<file path="src/rtl/pe_row_pkg.sv">
// Shared definitions for the PE row sequencer: default datapath width and
// the sequencer state encoding.
package pe_row_pkg;

   localparam int DATA_W = 16;

   typedef enum logic [2:0] {
      IDLE  = 3'd0,
      CLEAR = 3'd1,
      FEED  = 3'd2,
      FLUSH = 3'd3,
      DRAIN = 3'd4,
      OUT   = 3'd5
   } state_e;

endpackage

</file>
<file path="src/rtl/pe_row_res_buf.sv">
// N-entry result capture buffer for the PE row sequencer.
// Optional build macro PE_ROW_SEQ_RELU_EN: when defined, each captured sample
// is treated as signed and negative values are stored as zero.
module pe_row_res_buf
   import pe_row_pkg::*;
#(
   parameter int N      = 4,
   parameter int DATA_W = pe_row_pkg::DATA_W
) (
   input  logic                 clk,
   input  logic                 rst,
   input  logic                 wr_en,
   input  logic [$clog2(N)-1:0] wr_slot,
   input  logic [DATA_W-1:0]    wr_data,
   input  logic [$clog2(N)-1:0] rd_idx,
   output logic [DATA_W-1:0]    rd_data
);

   logic [DATA_W-1:0] slot_q [N];
   logic [DATA_W-1:0] slot_d [N];
   logic [DATA_W-1:0] cap_val;

   // Write-path value, optionally clamped at zero for negative samples.
   always_comb begin
      cap_val = wr_data;
`ifdef PE_ROW_SEQ_RELU_EN
      if (wr_data[DATA_W-1]) begin
         cap_val = {DATA_W{1'b0}};
      end else begin
         cap_val = wr_data;
      end
`endif
   end

   // Next contents: only the addressed slot changes on a capture.
   always_comb begin
      slot_d = slot_q;
      if (wr_en) begin
         slot_d[wr_slot] = cap_val;
      end else begin
         slot_d = slot_q;
      end
   end

   // Slot storage; cleared on reset so an abandoned job leaves nothing visible.
   always_ff @(posedge clk or posedge rst) begin
      if (rst) begin
         for (int i = 0; i < N; i++) begin
            slot_q[i] <= {DATA_W{1'b0}};
         end
      end else begin
         slot_q <= slot_d;
      end
   end

   assign rd_data = slot_q[rd_idx];

endmodule

</file>
<file path="src/rtl/pe_row_seq.sv">
// Sequencer at the left end of one systolic PE row: clears the row, streams
// K operands into PE[0], flushes the skew, reads the N results back out of
// PE[0] and presents them on a valid/ready stream.
// Optional build macro PE_ROW_SEQ_RELU_EN enables a ReLU clamp on capture
// (implemented in pe_row_res_buf).
module pe_row_seq
   import pe_row_pkg::*;
#(
   parameter int N      = 4,
   parameter int K      = 8,
   parameter int DATA_W = pe_row_pkg::DATA_W
) (
   input  logic                 clk,
   input  logic                 reset,
   input  logic                 start,
   output logic                 busy,
   output logic                 done,
   input  logic                 op_valid,
   output logic                 op_ready,
   input  logic [DATA_W-1:0]    op_data,
   output logic                 arr_clr,
   output logic                 arr_read,
   output logic [DATA_W-1:0]    arr_l_d_i,
   input  logic [DATA_W-1:0]    arr_l_d_o,
   output logic                 res_valid,
   input  logic                 res_ready,
   output logic [DATA_W-1:0]    res_data,
   output logic [$clog2(N)-1:0] res_idx
);

   localparam int IDX_W = $clog2(N);
   localparam int CYC_W = $clog2(2 * N);
   localparam int OPC_W = (K > 1) ? $clog2(K) : 1;

   state_e             state_q, state_d;
   logic [OPC_W-1:0]   op_cnt_q, op_cnt_d;
   logic [CYC_W-1:0]   cyc_cnt_q, cyc_cnt_d;
   logic [IDX_W-1:0]   idx_q, idx_d;
   logic [DATA_W-1:0]  l_d_i_q, l_d_i_d;
   logic               clr_q, clr_d;
   logic               read_q, read_d;
   logic               done_q, done_d;
   logic               cap_en;
   logic [IDX_W-1:0]   cap_slot;
   logic [DATA_W-1:0]  buf_rd_data;

   // Next-state, counters and registered row controls.
   always_comb begin
      state_d   = state_q;
      op_cnt_d  = op_cnt_q;
      cyc_cnt_d = cyc_cnt_q;
      idx_d     = idx_q;
      l_d_i_d   = {DATA_W{1'b0}};
      clr_d     = 1'b0;
      read_d    = 1'b0;
      done_d    = 1'b0;
      cap_en    = 1'b0;
      // Odd drain cycles carry PE results; slot is dc >> 1.
      cap_slot  = cyc_cnt_q[CYC_W-1:1];

      case (state_q)
         IDLE: begin
            if (start) begin
               state_d = CLEAR;
               clr_d   = 1'b1;
            end else begin
               state_d = IDLE;
            end
         end
         CLEAR: begin
            state_d  = FEED;
            op_cnt_d = {OPC_W{1'b0}};
         end
         FEED: begin
            // op_ready is high throughout FEED, so op_valid is the handshake.
            if (op_valid) begin
               l_d_i_d = op_data;
               if (op_cnt_q == OPC_W'(K - 1)) begin
                  state_d   = FLUSH;
                  op_cnt_d  = {OPC_W{1'b0}};
                  cyc_cnt_d = {CYC_W{1'b0}};
               end else begin
                  op_cnt_d = op_cnt_q + OPC_W'(1);
               end
            end else begin
               l_d_i_d = {DATA_W{1'b0}};
            end
         end
         FLUSH: begin
            if (cyc_cnt_q == CYC_W'(N - 2)) begin
               state_d   = DRAIN;
               cyc_cnt_d = {CYC_W{1'b0}};
               read_d    = 1'b1;
            end else begin
               cyc_cnt_d = cyc_cnt_q + CYC_W'(1);
            end
         end
         DRAIN: begin
            cap_en = cyc_cnt_q[0];
            if (cyc_cnt_q == CYC_W'(2 * N - 1)) begin
               state_d   = OUT;
               cyc_cnt_d = {CYC_W{1'b0}};
               idx_d     = {IDX_W{1'b0}};
            end else begin
               cyc_cnt_d = cyc_cnt_q + CYC_W'(1);
               read_d    = 1'b1;
            end
         end
         OUT: begin
            if (res_ready) begin
               if (idx_q == IDX_W'(N - 1)) begin
                  state_d = IDLE;
                  idx_d   = {IDX_W{1'b0}};
                  done_d  = 1'b1;
               end else begin
                  idx_d = idx_q + IDX_W'(1);
               end
            end else begin
               idx_d = idx_q;
            end
         end
         default: begin
            state_d = IDLE;
         end
      endcase
   end

   // State, counters and registered outputs.
   always_ff @(posedge clk or posedge reset) begin
      if (reset) begin
         state_q   <= IDLE;
         op_cnt_q  <= {OPC_W{1'b0}};
         cyc_cnt_q <= {CYC_W{1'b0}};
         idx_q     <= {IDX_W{1'b0}};
         l_d_i_q   <= {DATA_W{1'b0}};
         clr_q     <= 1'b0;
         read_q    <= 1'b0;
         done_q    <= 1'b0;
      end else begin
         state_q   <= state_d;
         op_cnt_q  <= op_cnt_d;
         cyc_cnt_q <= cyc_cnt_d;
         idx_q     <= idx_d;
         l_d_i_q   <= l_d_i_d;
         clr_q     <= clr_d;
         read_q    <= read_d;
         done_q    <= done_d;
      end
   end

   pe_row_res_buf #(
      .N      (N),
      .DATA_W (DATA_W)
   ) u_res_buf (
      .clk     (clk),
      .rst     (reset),
      .wr_en   (cap_en),
      .wr_slot (cap_slot),
      .wr_data (arr_l_d_o),
      .rd_idx  (idx_q),
      .rd_data (buf_rd_data)
   );

   assign busy      = (state_q != IDLE);
   assign op_ready  = (state_q == FEED);
   assign res_valid = (state_q == OUT);
   assign res_idx   = idx_q;
   assign res_data  = res_valid ? buf_rd_data : {DATA_W{1'b0}};
   assign done      = done_q;
   assign arr_clr   = clr_q;
   assign arr_read  = read_q;
   assign arr_l_d_i = l_d_i_q;

endmodule

</file>
<file path="config.mk">
export PLATFORM = sky130hd
export DESIGN_NAME = pe_row_seq
export DESIGN_NICKNAME = d
export VERILOG_FILES = /design/src/rtl/pe_row_pkg.sv /design/src/rtl/pe_row_res_buf.sv /design/src/rtl/pe_row_seq.sv
export SDC_FILE = /design/constraint.sdc
export NUM_CORES = 1
export LEC_CHECK = 0
export CAP_MARGIN = 0
export CORE_MARGIN = 10
export CORE_UTILIZATION = 25
export CTS_CLUSTER_DIAMETER = 30
export DETAILED_ROUTE_END_ITERATION = 10
export SLEW_MARGIN = 20
export SYNTH_ARGS = -nofsm -noshare
export SYNTH_HDL_FRONTEND = slang
export SYNTH_SLANG_ARGS = --single-unit
export TNS_END_PERCENT = 50
</file>
<file path="constraint.sdc">
create_clock -name clk -period 3.61 [get_ports clk]
set_input_delay 0.5415 -clock clk [delete_from_list [all_inputs] [get_ports clk]]
set_output_delay 0.5415 -clock clk [all_outputs]
set_load 0.01 [all_outputs]
</file>
# After elaboration in Yosys (flattened, before gate mapping)
# Cells that the tools add are included.
# Widths: inputs -> output; s select.
[word_totals]
elab_cells = 83
register_bits = 94
[classes]
reduce_logical = 10
magnitude_cmp = 3
bitwise_logic = 2
n_addsub = 3
n_mux = 38
n_eq_ne = 15
[op_table]
columns = ["op", "n"]
rows = [
  ["$mux 16", 6],
  ["$bwmux 64", 1],
  ["$mux 3", 12],
  ["$bmux 16 s2", 1],
  ["$demux 16 s2", 1],
  ["$pmux 3 s6", 1],
  ["$eq 3x3->1 const B", 4],
  ["$eq 3x2->1 const B", 3],
  ["$mux 1", 9],
  ["$pmux 3 s3", 1],
  ["$add 3x1->3 const B", 2],
  ["$ge 3x3->1 const B", 2],
  ["$mux 2", 3],
  ["$ne 2x1->1 const B", 3],
  ["$ne 2x2->1 const B", 3],
  ["$not 2->3", 2],
  ["$pmux 3 s2", 1],
  ["$reduce_and 3->1", 2],
  ["$reduce_and 6->1", 1],
  ["$reduce_bool 3->1", 2],
  ["$pmux 2 s2", 1],
  ["$reduce_bool 2->1", 2],
  ["$eq 3x1->1 const B", 1],
  ["$logic_not 3->1", 1],
  ["6 further kinds", 6],
]

# Longest topological paths before layout
[depth]
word_depth = 6
mapped_depth = 6

# By module
# A second synthesis with hierarchy kept.
[unflattened]
cells_unflattened = 290
area_unflattened_um2 = 4211.5
[modules_own_cells]
columns = ["mod", "n_inst", "cells_per_inst", "seq_area_each_um2", "area_each_um2"]
rows = [
  ["pe_row_res_buf", 1, 157, 1601.5, 2797.7],
  ["pe_row_seq", 1, 133, 750.7, 1413.9],
]

# Worst setup path after synthesis
# OpenSTA, ideal clock, no wires.
[synth_path]
path_type = "flip-flop to output port"
start = "reg idx_q[0] (netlist: res_idx[0])"
end = "out res_data[10]"
path_slack_ps = 1387
stages_incl_launch_ff = 5
arrival_time_ps = 1681
cell_sequence = "dfrtp_1 buf_2 buf_2 mux4_2 and2_1"
[synth_between]
elab_chain_cells = 5
[synth_lines]
columns = ["item", "line", "source"]
rows = [
  ["from (decl)", "pe_row_seq.sv:38", "logic [IDX_W-1:0] idx_q, idx_d;"],
  ["from (signal assigned)", "pe_row_seq.sv:134", "idx_q <= {IDX_W{1'b0}};"],
  ["from (signal assigned)", "pe_row_seq.sv:143", "idx_q <= idx_d;"],
  ["$not 2->3 (not written as such)", "pe_row_res_buf.sv:56", "assign rd_data = slot_q[rd_idx];"],
  ["$bmux 16 s2", "pe_row_res_buf.sv:56", ""],
  ["$mux 16 (not written as such) (2 in series)", "pe_row_res_buf.sv:56", ""],
  ["$mux 16", "pe_row_seq.sv:168", "assign res_data = res_valid ? buf_rd_data : {DATA_W{1'b0}};"],
  ["to (decl)", "pe_row_seq.sv:27", "output logic [DATA_W-1:0] res_data,"],
]
# No other way between the ends. The select of a mux whose other input is x is not followed.

# Final worst setup path
[layout_path]
start = "reg state_q[0]"
end = "out res_data[0]"
[layout_between]
elab_chain_cells = 2
[layout_lines]
columns = ["item", "line", "source"]
rows = [
  ["from (decl)", "pe_row_seq.sv:35", "state_e state_q, state_d;"],
  ["from (signal assigned)", "pe_row_seq.sv:140", "state_q <= state_d;"],
  ["$eq 3x3->1", "pe_row_seq.sv:166", "assign res_valid = (state_q == OUT);"],
  ["$mux 16", "pe_row_seq.sv:168", ""],
]
# No other way between the ends.

==> metrics.md <==
| Metric | Value |
|---|---|
| Final WS setup | `0.5981 ns` |
| Clock sink total | `94` |
| #FFs+latches synth | `94` |
| HPWL Detailed | `between 7000 and 8000 um` |
| Ant diodes | `0` |
| Least-Margin Pin Slew | `1.095 ns` |
| Synth top area share | `0.5510` |
| Die H | `150.7 um` |
| Die X-Extent | `150.7 um` |
| Rows | `47` |
| WL final | `10150 um` |
| Number of remaining DRC errors | `0` |
| Die area | `22700 sq um` |
| Crit start category | `register` |
| Post-CTS Setup Inserts | `0` |
| Fin Clk Skew | `0.006630 ns` |
| Number of CTS-inserted buffers | `9` |
| Initial Util | `0.2565` |
| P&R area growth vs syn | `31.39%` |
| Fmax | `332.0 MHz` |
| Syn_area_per_cell | `around 15 sq um` |
| WS Path Type | `register to primary output` |
| All-layer global routing usage | `0.09153` |
| Syn. warnings | `0` |
| Antenna Nets Post-Route | `0` |
| Pwr dens | `750.4 nW/um^2` |
| Multi-input gate area | `around 1800 sq um` |
| Setup TNS | `0 ns` |
| Cts hold-fix bufs | `0` |
| VDD IR-drop max | `0.0003273 V` |
| RePlAce Congestion | `0.7569` |
| Root Driver | `clkbuf_16` |
| RSZ-0062 raised after global routing | `no` |
| Leakage | `2.515 nW` |
| Share of cells above drive strength 1 | `0.2930` |
| DR vias | `2637` |
| Hold Vio Cnt, Final | `0` |
| Slew headroom | `0.2703` |
| Post-Synthesis Cells | `291` |
| Clock transition at the registers of the reported paths | `0.06 ns` |
| 1st-iter DRT viols | `between 100 and 150` |
| Port Buffers | `76` |
| Mapped Area | `4269 sq um` |
| Initial antenna violation count | `0` |
| First-pass GRT wire length | `16220 um` |
| EDFF count, synth | `0` |
| Fin nets | `411` |
| CP Capture Type | `primary output` |
| Number of max-cap violations | `0` |
| Worst Hold Class | `register to register` |
| # setup viols final | `0` |
| Crit share post-route | `0.8343` |
| Sequential element share of the synthesized area | `0.5510` |
| Status | `finished clean` |
| Clock Power Share | `0.244` |
| WP data arrival | `2.47 ns` |
| Min Tclk post-route | `3.012 ns` |
| CTS tree | `done` |
| Post-CTS resize count | `0` |
| Vias in the first global route | `2897` |
| Pint | `3.001 mW` |
| # IOs | `77` |
| Area contributors post-synth | `dfrtp_1 (55%), mux2_2 (12%), mux4_2 (8.4%)` |
| H-Tree Depth | `3` |
| CTS Buffer Depth | `2` |
| Fraction of registers with async set/reset | `1.000` |
| Clock Latency Late Sink | `0.34 ns` |
| Max Slew Vio Count | `0` |
| Total grt overflow | `0` |
| Critical path data required time | `3.07 ns` |
| Sequential power share | `0.416` |
| Routed vias/inst | `~4.5` |
| Wire per inst | `17.14 um` |
| Top FF cell, synth | `dfrtp_1` |
| Pin count of the biggest net entering global routing | `55` |
| Worst-path fanout max | `22` |
| Syn nets | `335` |
| Drt pass-1 iters | `5` |
| Top cell type by total area after synthesis | `dfrtp_1` |
| P_sw | `about 1.2 mW` |
| Fillers | `1610` |
| Switching Share | `0.2870` |
| Core ar. | `16640 sq um` |
| Post-synthesis cell type count | `35` |
| FF+latch area | `2352 sq um` |
| DP Worst Slack | `0.9260 ns` |
| Logic pwr share | `0.340` |
-- area by class of cell --
cell class,count,area share
clock buffer,11,0.04327
clock inverter,5,0.01450
inverter,5,0.003792
multi-input combinational,173,0.3237
sequential,94,0.4194
tap,220,0.04907
timing repair buffer,84,0.1463
-- registers in the layout, summed over array words and instances (netlist names) --
signal and flops:
u_res_buf.slot_q 64, arr_l_d_i 16, cyc_cnt_q 3, op_cnt_q 3, state_q 3, res_idx 2, arr_clr 1, arr_read 1
done 1
-- logic make-up after synthesis --
kind of cell,count (synthesis),synth area share
flops,94,0.5510
simple gates,64,0.09232
compound gates,20,0.03341
buf+inv,24,0.02667
mux,82,0.2761
fa+ha+maj,7,0.02051
-- synth_stat cells (all sizes together), types with 2 or more instances --
cell	number
dfrtp	94
mux2	66
and3	17
and2	16
mux4	16
clkbuf	10
buf	9
ha	7
nand2	7
inv	5
nor2	5
a21oi	4
a22o	4
o21ai	4
a32o	3
nand3b	3
nor3	3
nor3b	3
or4	2
-- path summary, 6_finish.rpt --
kind	slack, ns	cells past startpoint	endpoint	start
setup / recovery	0.60	3	res_data[0]	state_q[0]
hold / removal	0.50	1	u_res_buf.slot_q[1]	u_res_buf.slot_q[1]
setup reg to reg	0.97	3	u_res_buf.slot_q[49]	state_q[0]
hold reg to reg	0.50	1	u_res_buf.slot_q[1]	u_res_buf.slot_q[1]
max in group asynchronous	2.15	3	arr_clr	reset
min in group asynchronous	0.66	2	arr_l_d_i[7]	reset
-- placed cells by master, fill, tap and decap left out, types with 2 or more instances in the layout --
| cell type | netlist | layout |
|---|---|---|
| dfrtp_1 | 94 | 94 |
| clkdlybuf4s50_1 | 0 | 76 |
| mux2_2 | 46 | 46 |
| mux2_4 | 20 | 20 |
| and3_1 | 17 | 17 |
| mux4_2 | 16 | 16 |
| and2_1 | 16 | 16 |
| clkbuf_16 | 0 | 9 |
| buf_4 | 0 | 8 |
| nand2_1 | 7 | 7 |
| ha_1 | 7 | 7 |
| nor2_1 | 5 | 5 |
| a21oi_1 | 4 | 4 |
| inv_1 | 5 | 4 |
| a22o_1 | 4 | 4 |
| o21ai_0 | 4 | 4 |
| nor3b_1 | 3 | 3 |
| a32o_1 | 3 | 3 |
| nand3b_1 | 3 | 3 |
| or4_1 | 2 | 2 |
| nor3_4 | 0 | 2 |
| bufinv_16 | 0 | 2 |
-- per-layer routing --
metal	part of all wire	GRT usage	routed length, um
met3	0.048	0.02971	486
met4	0.017	0.03032	170
met5	0	0	0
met2	0.53	0.1598	5401
met1	0.40	0.1031	4088
-- critical path, cell delays in order (launching register included) --
cell             delay, ns
dfrtp_1               0.57
and3b_1               0.75
and2_1                0.23
clkdlybuf4s50_1       0.57
-- power groups by stage --
stage	clock (mW)	combinational (mW)	sequential, mW
detailed placement	0	1.46	1.76
floorplan	0	1.05	1.67
global route	1.09	1.58	1.81
CTS	1.05	1.46	1.75
global placement	0	1.43	1.73
finish	1.03	1.43	1.75
-- through the flow --
step           utilization  power [mW]  instances  hold WS, ns  cell area, sq um
3_5_place_dp        0.3176       3.226        576       0.4908              5285
2_1_floorplan            -       2.729        291       0.4738              4269
3_3_place_gp        0.3176       3.168        576       0.4837              5285
6_report            0.3370       4.209        592       0.5027              5609
4_1_cts             0.3370       4.266        592       0.5053              5609
5_1_grt             0.3370       4.477        592       0.5206              5609
Power figures use the tool's default switching activity.
